==> src/rtl/rv_arb_pkg.sv <==
// Shared types for the instruction/data memory arbiter.
package rv_arb_pkg;

    typedef enum logic [1:0] {
        StIdle  = 2'd0,
        StBusyI = 2'd1,
        StBusyD = 2'd2
    } state_e;

    typedef enum logic {
        SrcFetch = 1'b0,
        SrcData  = 1'b1
    } grant_src_e;

endpackage

==> src/rtl/rv_arb_timeout.sv <==
// Busy-cycle watchdog for rv_mem_arbiter; only instantiated when RVARB_TIMEOUT_EN is defined.
module rv_arb_timeout #(
    parameter int unsigned TIMEOUT_CYCLES = 64
) (
    input  logic clk_i,
    input  logic reset_i,
    input  logic run_i,
    output logic expired_o
);
    localparam int unsigned CntW = $clog2(TIMEOUT_CYCLES + 1);
    localparam logic [CntW-1:0] LastCnt = CntW'(TIMEOUT_CYCLES - 1);

    logic [CntW-1:0] cnt_q;

    always_ff @(posedge clk_i) begin
        if (reset_i || !run_i) begin
            cnt_q <= '0;
        end else begin
            cnt_q <= cnt_q + 1'b1;
        end
    end

    // Fires during the TIMEOUT_CYCLES-th busy cycle.
    assign expired_o = run_i && (cnt_q == LastCnt);

endmodule

==> src/rtl/rv_mem_arbiter.sv <==
// Fetch/data arbiter onto a single memory port with bounded data bursts.
// Define RVARB_TIMEOUT_EN to abort stuck accesses with bus_err.
module rv_mem_arbiter
    import rv_arb_pkg::*;
#(
    parameter int unsigned MAX_DATA_BURST = 4,
    parameter int unsigned TIMEOUT_CYCLES = 64
) (
    input  logic        clk,
    input  logic        reset,
    input  logic        if_req,
    input  logic [31:0] if_addr,
    output logic [31:0] if_rdata,
    output logic        if_ready,
    input  logic        dm_req,
    input  logic        dm_we,
    input  logic [31:0] dm_addr,
    input  logic [31:0] dm_wdata,
    input  logic [3:0]  dm_wstrb,
    output logic [31:0] dm_rdata,
    output logic        dm_ready,
    output logic        mem_valid,
    output logic        mem_we,
    output logic [31:0] mem_addr,
    output logic [31:0] mem_wdata,
    output logic [3:0]  mem_wstrb,
    input  logic        mem_ready,
    input  logic [31:0] mem_rdata,
    output logic        stall_f,
    output logic        stall_m,
    output logic        bus_err
);
    localparam int unsigned BurstW = $clog2(MAX_DATA_BURST + 1);
    localparam logic [BurstW-1:0] MaxBurst = BurstW'(MAX_DATA_BURST);

    if (MAX_DATA_BURST == 0 || TIMEOUT_CYCLES < 2) begin : g_param_check
        $error("rv_mem_arbiter: MAX_DATA_BURST must be >0 and TIMEOUT_CYCLES >=2");
    end

    state_e          state_q;
    logic [BurstW-1:0] burst_q;
    logic            first_q;
    logic            busy, served, timed_out, complete;
    logic            grant_d, grant_i;
    grant_src_e      src;

    assign busy   = (state_q != StIdle);
    // The first busy cycle only presents the request; memory answers from the next one on.
    assign served = busy && !first_q && mem_ready;

`ifdef RVARB_TIMEOUT_EN
    logic expired;

    rv_arb_timeout #(
        .TIMEOUT_CYCLES(TIMEOUT_CYCLES)
    ) u_timeout (
        .clk_i    (clk),
        .reset_i  (reset),
        .run_i    (busy),
        .expired_o(expired)
    );

    assign timed_out = expired && !served;
`else
    assign timed_out = 1'b0;
`endif

    assign complete = served || timed_out;
    assign if_ready = (state_q == StBusyI) && complete;
    assign dm_ready = (state_q == StBusyD) && complete;
    assign if_rdata = ((state_q == StBusyI) && served) ? mem_rdata : '0;
    assign dm_rdata = ((state_q == StBusyD) && served) ? mem_rdata : '0;
    assign bus_err  = timed_out;
    assign stall_f  = if_req & ~if_ready;
    assign stall_m  = dm_req & ~dm_ready;

    // Data wins unless a waiting fetch has already been starved for a full burst.
    assign grant_d = dm_req && (!if_req || (burst_q < MaxBurst));
    assign grant_i = !grant_d && if_req;
    assign src     = grant_d ? SrcData : SrcFetch;

    always_ff @(posedge clk) begin
        if (reset) begin
            state_q   <= StIdle;
            burst_q   <= '0;
            first_q   <= 1'b0;
            mem_valid <= 1'b0;
            mem_we    <= 1'b0;
            mem_addr  <= '0;
            mem_wdata <= '0;
            mem_wstrb <= '0;
        end else begin
            if (!if_req || (state_q == StIdle && grant_i)) begin
                burst_q <= '0;
            end else if (state_q == StIdle && grant_d && burst_q < MaxBurst) begin
                burst_q <= burst_q + 1'b1;
            end

            unique case (state_q)
                StIdle: begin
                    if (grant_d || grant_i) begin
                        first_q   <= 1'b1;
                        mem_valid <= 1'b1;
                        if (src == SrcData) begin
                            state_q   <= StBusyD;
                            mem_we    <= dm_we;
                            mem_addr  <= dm_addr;
                            mem_wdata <= dm_wdata;
                            mem_wstrb <= dm_wstrb;
                        end else begin
                            state_q   <= StBusyI;
                            mem_we    <= 1'b0;
                            mem_addr  <= if_addr;
                            mem_wdata <= '0;
                            mem_wstrb <= '0;
                        end
                    end
                end
                StBusyI, StBusyD: begin
                    first_q <= 1'b0;
                    if (complete) begin
                        state_q   <= StIdle;
                        mem_valid <= 1'b0;
                    end
                end
                default: state_q <= StIdle;
            endcase
        end
    end

endmodule

==> config.mk <==
export PLATFORM = sky130hd
export DESIGN_NAME = rv_mem_arbiter
export DESIGN_NICKNAME = d
export VERILOG_FILES = /design/src/rtl/rv_arb_pkg.sv /design/src/rtl/rv_arb_timeout.sv /design/src/rtl/rv_mem_arbiter.sv
export SDC_FILE = /design/constraint.sdc
export NUM_CORES = 1
export LEC_CHECK = 0
export ABC_AREA = 1
export CAP_MARGIN = 30
export CORE_AREA = 2 2 107 109
export CTS_CLUSTER_SIZE = 14
export DETAILED_ROUTE_END_ITERATION = 10
export DIE_AREA = 0 0 109 111
export DONT_BUFFER_PORTS = 1
export GPL_ROUTABILITY_DRIVEN = 0
export SLEW_MARGIN = 5
export SYNTH_ARGS = -nofsm -noshare
export SYNTH_HDL_FRONTEND = slang
export SYNTH_SLANG_ARGS = --single-unit
==> constraint.sdc <==
create_clock -name clk -period 4.2 [get_ports clk]
set_input_delay 0.84 -clock clk [delete_from_list [all_inputs] [get_ports clk]]
set_output_delay 0.84 -clock clk [all_outputs]
set_load 0.02 [all_outputs]
==> results list, run 1 <==
- Status: finished, final reports clean
* Detail Route Antenna Nets: 0
- The die covers 12100 µm².
- The number of setup buffers added after CTS is 0.
- TritonCTS built the clock tree.
* Pin count of the biggest net entering global routing: 71
- The first global-routing pass estimated 16500 µm of wire.
- The tree is rooted in a clkbuf_16.
- Summing all multi-input logic gate instances after layout gives 1750 µm².
- Across the run, the number of max-cap violations was 0.
* Final WL: 11000 µm
- In the final layout, the share of cells above drive strength 1 is 0.0363.
- Yosys mapped the design onto 20 distinct sky130hd cell types.
* Synthesis-stage register bit count: 76
* TNS Setup: 0 ns
* Critical path required time: 3.36 ns
* Post-Synthesis Net Count: 719
* Starting utilization of the core area: 0.331
- The total count of max-transition violations in the final report came to 0.
* GR met3 Demand/Resource: 0.0658
* RSZ-0062 raised after global routing: false
- At the pin with the least slew margin, the transition time is 0.719 ns.
* Clock Latency Late Sink: 0.33 ns
- After floorplanning, the core was divided into 39 placement rows.
- Port buffering added 0 buffers.
* Routing usage on met1: 0.175
- The worst pin sits at a relative slew slack of 0.521.
* Most common cell after layout, fill and taps aside: nand2_1
- Counting along the longest clock path gives a buffer depth of 2.
- For this run, the total global-route usage over all layers was measured as 0.178.
- Number of iterations in the first detailed-routing pass: 4
- Post-route DRC: 0
- Across the VDD grid, the largest voltage drop is 0.338 mV.
- Total leakage power: 1.88 nW
- Met2 usage in global routing: 0.325
- Syn Inst Count: 577
- Post-synthesis to final-layout area growth: 7.64%
- Smallest hold slack: 0.473 ns
- Worst-case clock skew: 0.00261 ns
* Maximum fanout count along the critical path: 19
- Detailed placement ended at an HPWL of 7920 µm.
- Class of the most critical hold timing path: reg2reg
- The core region is 11100 µm².
- For this run, the top clock speed supported by timing is 320 MHz.
- Hold repair after CTS inserted 0 buffers.
- Storage cell area: 1520 µm²
- Highest-count cells in the layout ignoring fill and taps: nand2_1, nor2_1, dfxtp_1
- Remaining Overflow, GRT: 0
- Clock-pin slew was measured on the worst setup and hold paths at 0.05 ns.
- Routing layer with the top usage in global route: met2
- Summing over every cut layer, the via total after detailed routing is 3499.
- Critical path start-end classification: reg2out
* Per-instance average area after synthesis: 6.36 µm²
- The share of the Yosys chip area taken by registers is 0.415.
- The H-tree was split into 3 levels.
* Design Power: 2.33 mW
- Count of boundary I/O pins: 277
- Counting I/O delays and the setup requirement, the final critical path takes 3.12 ns.
- Buffers inserted during clock tree synthesis total 9.
* Total clock sinks: 76
- Floorplan die width: 109 µm
- Number of DRC markers after the initial detailed-route iteration: 218
- STA classifies the critical path startpoint as a flip-flop.
- Summing all placed instances gives a cell area of 3640 µm².
- Number of fill cells in the layout: 1190
* Number of antenna violations at the first check in global routing: 0
- After synthesis the cells add up to 3670 µm².
* Post-detailed-route wirelength per cell: 15.9 µm
* Final setup violation count: 0
* Count of nets after finishing: 693
- The finished layout holds 694 standard cells, fillers aside.
- The die is 111 µm tall.
* Hold Violations, Final: 0
- In this run, placement finished with an instance count of 680.
- Dividing total power by cell area gives a power density of 591 nW/µm².
* Vias in the first global route: 3340
- Design Area, Final: 3950 µm²
- Dividing the final minimum period by the clock period gives 0.743.
- STA puts the critical path data arrival time at 2.28 ns.
* Count of yosys warnings during synthesis: 0
* Crit. End Element: primary output
* Diodes inserted: 0
- In the routed layout, each cell is associated on average with a via count of 5.04.
- Once the clock tree was built, the resizer swapped 0 gates to a different size.
==> worst max-delay path, cell delays in order (launching register included) <==
cell,delay (ns)
dfxtp_1,0.34
inv_1,0.07
ha_1,0.31
nor2_1,0.13
nand2_1,0.07
inv_1,0.07
nand2_1,0.33
buf_8,0.30
nor2_1,0.32
==> flip-flops by register name, summed over array words and instances, names as in the netlist <==
register,cells
mem_valid,1
mem_we,1
state_q,2
mem_wstrb,4
mem_wdata,32
first_q,1
burst_q,3
mem_addr,32
==> kinds of logic after synthesis <==
family | count (synthesis) | synth area share
other cells | 1 | 0.00102
buf+inv | 89 | 0.108
fa+ha+maj | 4 | 0.0136
compound gates | 78 | 0.110
flops | 76 | 0.415
simple gates | 329 | 0.353
==> per-layer routing <==
layer / share of wire / vias to the layer above / wire length (µm)
met4: 0.024 / 0 / 261
met3: 0.085 / 17 / 943
met2: 0.52 / 173 / 5760
met5: 0 / - / 0
met1: 0.37 / 1589 / 4080
li1: - / 1720 / -
==> area by class of cell <==
type / instances / share of cell area
Sequential cell: 76 / 0.385
Tap cell: 143 / 0.0453
Clock buffer: 11 / 0.0640
Multi-Input combinational cell: 412 / 0.443
Timing Repair Buffer: 4 / 0.0165
Inverter: 48 / 0.0456
==> report_power, final <==
| group | internal [mW] | switching, mW | total, mW |
|---|---|---|---|
| Clock | 0.415 | 0.262 | 0.677 |
| Sequential | 0.867 | 0.263 | 1.13 |
| Combinational | 0.154 | 0.373 | 0.527 |
==> worst paths after layout <==
path / from / to / slack [ns] / depth (start not counted)
setup / recovery: state_q[0] / if_rdata[5] / 1.08 / 8
hold / removal: state_q[0] / state_q[0] / 0.47 / 2
hold reg to reg: state_q[0] / state_q[0] / 0.47 / 2
setup reg to reg: state_q[0] / mem_addr[20] / 2.39 / 6
==> through the flow <==
| stage | util | setup WS [ns] |
|---|---|---|
| after floorplan | - | 1.83 |
| after global placement | 0.329 | 1.21 |
| after detailed placement | 0.329 | 1.13 |
| after CTS | 0.351 | 0.764 |
| after global routing | 0.357 | 0.725 |
| final | 0.357 | 1.08 |
==> cells in the mapped netlist <==
library cell	number	area share
o211ai_1	1	0.0020
buf_2	26	0.035
nand4_1	2	0.0034
conb_1	1	0.0010
buf_4	2	0.0041
o21ai_4	1	0.0044
buf_6	3	0.0092
nand2_2	1	0.0017
clkbuf_1	10	0.010
o21ai_1	4	0.0055
inv_2	2	0.0020
nand3_1	35	0.048
ha_1	4	0.014
o21ai_0	28	0.038
nand2_4	1	0.0031
nand2_1	158	0.16
dfxtp_1	76	0.41
inv_1	46	0.047
nor2_1	132	0.14
a21oi_1	44	0.060
Note: power is estimated with default switching activity, not from simulation.
==> inputs of run 2 (changes only) <==
==> constraint.sdc (replaced) <==
create_clock -name clk -period 2.7 [get_ports clk]
set_input_delay 0.54 -clock clk [delete_from_list [all_inputs] [get_ports clk]]
set_output_delay 0.54 -clock clk [all_outputs]
set_load 0.02 [all_outputs]
==> run 2 against run 1 <==
  * Clock power is 76% higher
  * Die area unchanged
  * Setup slack worse by 0.81 ns
  * Power is 64% higher
  * Sequential cell count is the same
  * Worst hold slack worse by 0.19 ns
  * Core utilization is 4.6 points higher
  * Global-route usage up 0.43 points
  * Clock skew grew 0.0072 ns
  * Sequential share of layout area is 4.4 points lower
  * Critical endpoint is now dm_rdata[9]
==> results list, run 2 (synthesis gave the netlist of run 1 again) <==
- Count of boundary I/O pins: 277
* Count of nets after finishing: 758
* Post-detailed-route wirelength per cell: 14.9 µm
- Port Buf Inserts: 0
- Total leakage power: 2.23 nW
- The floorplan has 39 rows.
- In the detailed route, the total length drawn on met3 is 1070 µm.
- Signal routing reaches up to met4.
- Count of pins over their slew limit: 0
- Placeable Area: 11100 µm²
* Detailed-routing wirelength on met1: 4150 µm
* CTS tree: built
- Inserted Clock Buffers: 9
- Maximum fanout count along the critical path: 34
- Hold Violations, Final: 0
* DP Area: 4150 µm²
- In this run the remaining antenna-violating nets after routing total 0.
- Once the clock tree was built, the setup fixing pass inserted 0 buffers.
* Clock Latency Late Sink: 0.33 ns
* Critical path required time: 2.16 ns
* TNS Setup: 0 ns
* Floorplan die area: 12100 µm²
* Clock transition time at the flip-flop clock pins of the worst setup and hold paths: 0.06 ns
- Most common cell after layout, fill and taps aside: nand2_1
- Final cycle utilization of the critical path: 0.901
- Hold repair after CTS inserted 0 buffers.
- Design Area, Final: 4460 µm²
- Storage cell area: 1520 µm²
- Global-route wire length before repair: 17400 µm
* Vias in the first global route: 3523
- GRT Util Overall: 0.182
* Count of vias placed by the detailed router: 3728
- Number of max-cap violations: 0
- Crit. End Element: primary output
* Via-per-instance ratio: 4.87
- Summed over all nets, the half-perimeter wirelength after detailed placement is 8450 µm.
* Final WL: 11400 µm
* Status: finished, final reports clean
- Total clock sinks: 76
* Area of the multi-input gates: 1750 µm²
* Worst-case clock skew: 0.00978 ns
* Met2 routed wirelength: 6000 µm
* Fraction of layout instances using a drive strength above 1: 0.147
- Number of fill cells in the layout: 1167
- Number of DRC markers after the initial detailed-route iteration: 250
- Number of iterations in the first detailed-routing pass: 4
- Setup violations remaining at the end of the flow were counted as 0.
- The H-tree was split into 3 levels.
* Slew at the pin closest to its max-slew limit: 0.624 ns
- The min-delay analysis places its worst path in the category in2reg.
- The clock period could shrink to 2.43 ns.
* Normalized max-slew margin: 0.583
* Number of antenna violations at the first check in global routing: 2
- The area growth from synthesis to layout is 21.5%.
- The longest clock path from root to sink contains 2 buffers.
- Startpoint type of the worst setup path: flip-flop
* Design Power: 3.82 mW
* Starting utilization of the core area: 0.331
* Critical path start-end classification: reg2out
- Entering global routing, the biggest net connects 42 pins.
- In this run the vertical extent of the chip is 111 µm.
- Pwr/cell area: 857 nW/µm²
- Highest-count cells in the layout ignoring fill and taps: nand2_1, nor2_1, dfxtp_1
- For this run, design rule violations remaining after detail routing come to 0.
- Measured along the x axis, the die boundary spans 109 µm.
* RSZ-0062 raised after global routing: false
- Across the VDD grid, the largest voltage drop is 0.455 mV.
- Data arrives at the worst endpoint at 1.89 ns.
- Largest registers: mem_addr x32, mem_wdata x32, mem_wstrb x4
- CTS Root Buffer Type: clkbuf_16
* Highest clock rate: 411 MHz
- Remaining Overflow, GRT: 0
-- run 2: per-stage QoR --
stage	hold WS [ns]	cells	setup slack, ns	util
5_1_grt	0.263	766	0.104	0.402
4_1_cts	0.269	764	0.187	0.402
3_3_place_gp	0.455	748	0.611	0.375
3_5_place_dp	0.469	748	0.554	0.375
6_report	0.278	766	0.266	0.402
2_1_floorplan	0.449	577	0.649	-
-- run 2: worst paths after layout --
path,cells past startpoint,to,startpoint,slack [ns]
max reg2reg,6,mem_addr[26],state_q[0],0.91
min reg2reg,2,burst_q[1],burst_q[1],0.47
max,9,dm_rdata[9],state_q[0],0.27
min,1,mem_wdata[3],reset,0.28
-- run 2: per-layer routing --
metal	vias to the layer above	GRT usage
li1	1854	-
met2	170	0.322
met5	-	0
met1	1692	0.191
met4	0	0.0812
met3	12	0.0623
-- run 2: repair_timing --
| action | CTS | global route |
|---|---|---|
| resized for setup | 0 | 1 |
| setup endpoints to repair | 0 | 8 |
| hold endpoints to repair | 0 | 0 |
-- run 2: area by class of cell --
type                    instances  area share
diodes                          2     0.00112
clock buffers                   9      0.0505
clock inverters                 7      0.0168
inverters                      48      0.0404
multi-input cells             412       0.393
flip-flops and latches         76       0.341
well taps                     143      0.0401
repair buffers                 69       0.116
-- run 2: power breakdown --
group / internal (mW) / total (mW) / switching, mW
logic: 0.280 / 0.866 / 0.586
registers: 1.35 / 1.76 / 0.416
clock network: 0.718 / 1.19 / 0.471
-- run 2: worst max-delay path, cell delays in order, from the launching register on --
cell and delay, ns:
dfxtp_1 0.37, inv_1 0.08, ha_2 0.25, nor2_1 0.10
nand2_1 0.07, inv_1 0.07, nand2_1 0.05, buf_4 0.23
nor2_1 0.17, buf_4 0.17
==> inputs of run 3 (changes only) <==
--- a/config.mk
+++ b/config.mk
@@ -8,6 +8,7 @@
 export ABC_AREA = 1
 export CAP_MARGIN = 30
 export CORE_AREA = 2 2 107 109
+export CTS_CLUSTER_DIAMETER = 120
 export CTS_CLUSTER_SIZE = 14
 export DETAILED_ROUTE_END_ITERATION = 10
 export DIE_AREA = 0 0 109 111
==> results of run 3 <==
No change in the layout: final DEF, timing and power equal those of run 2.
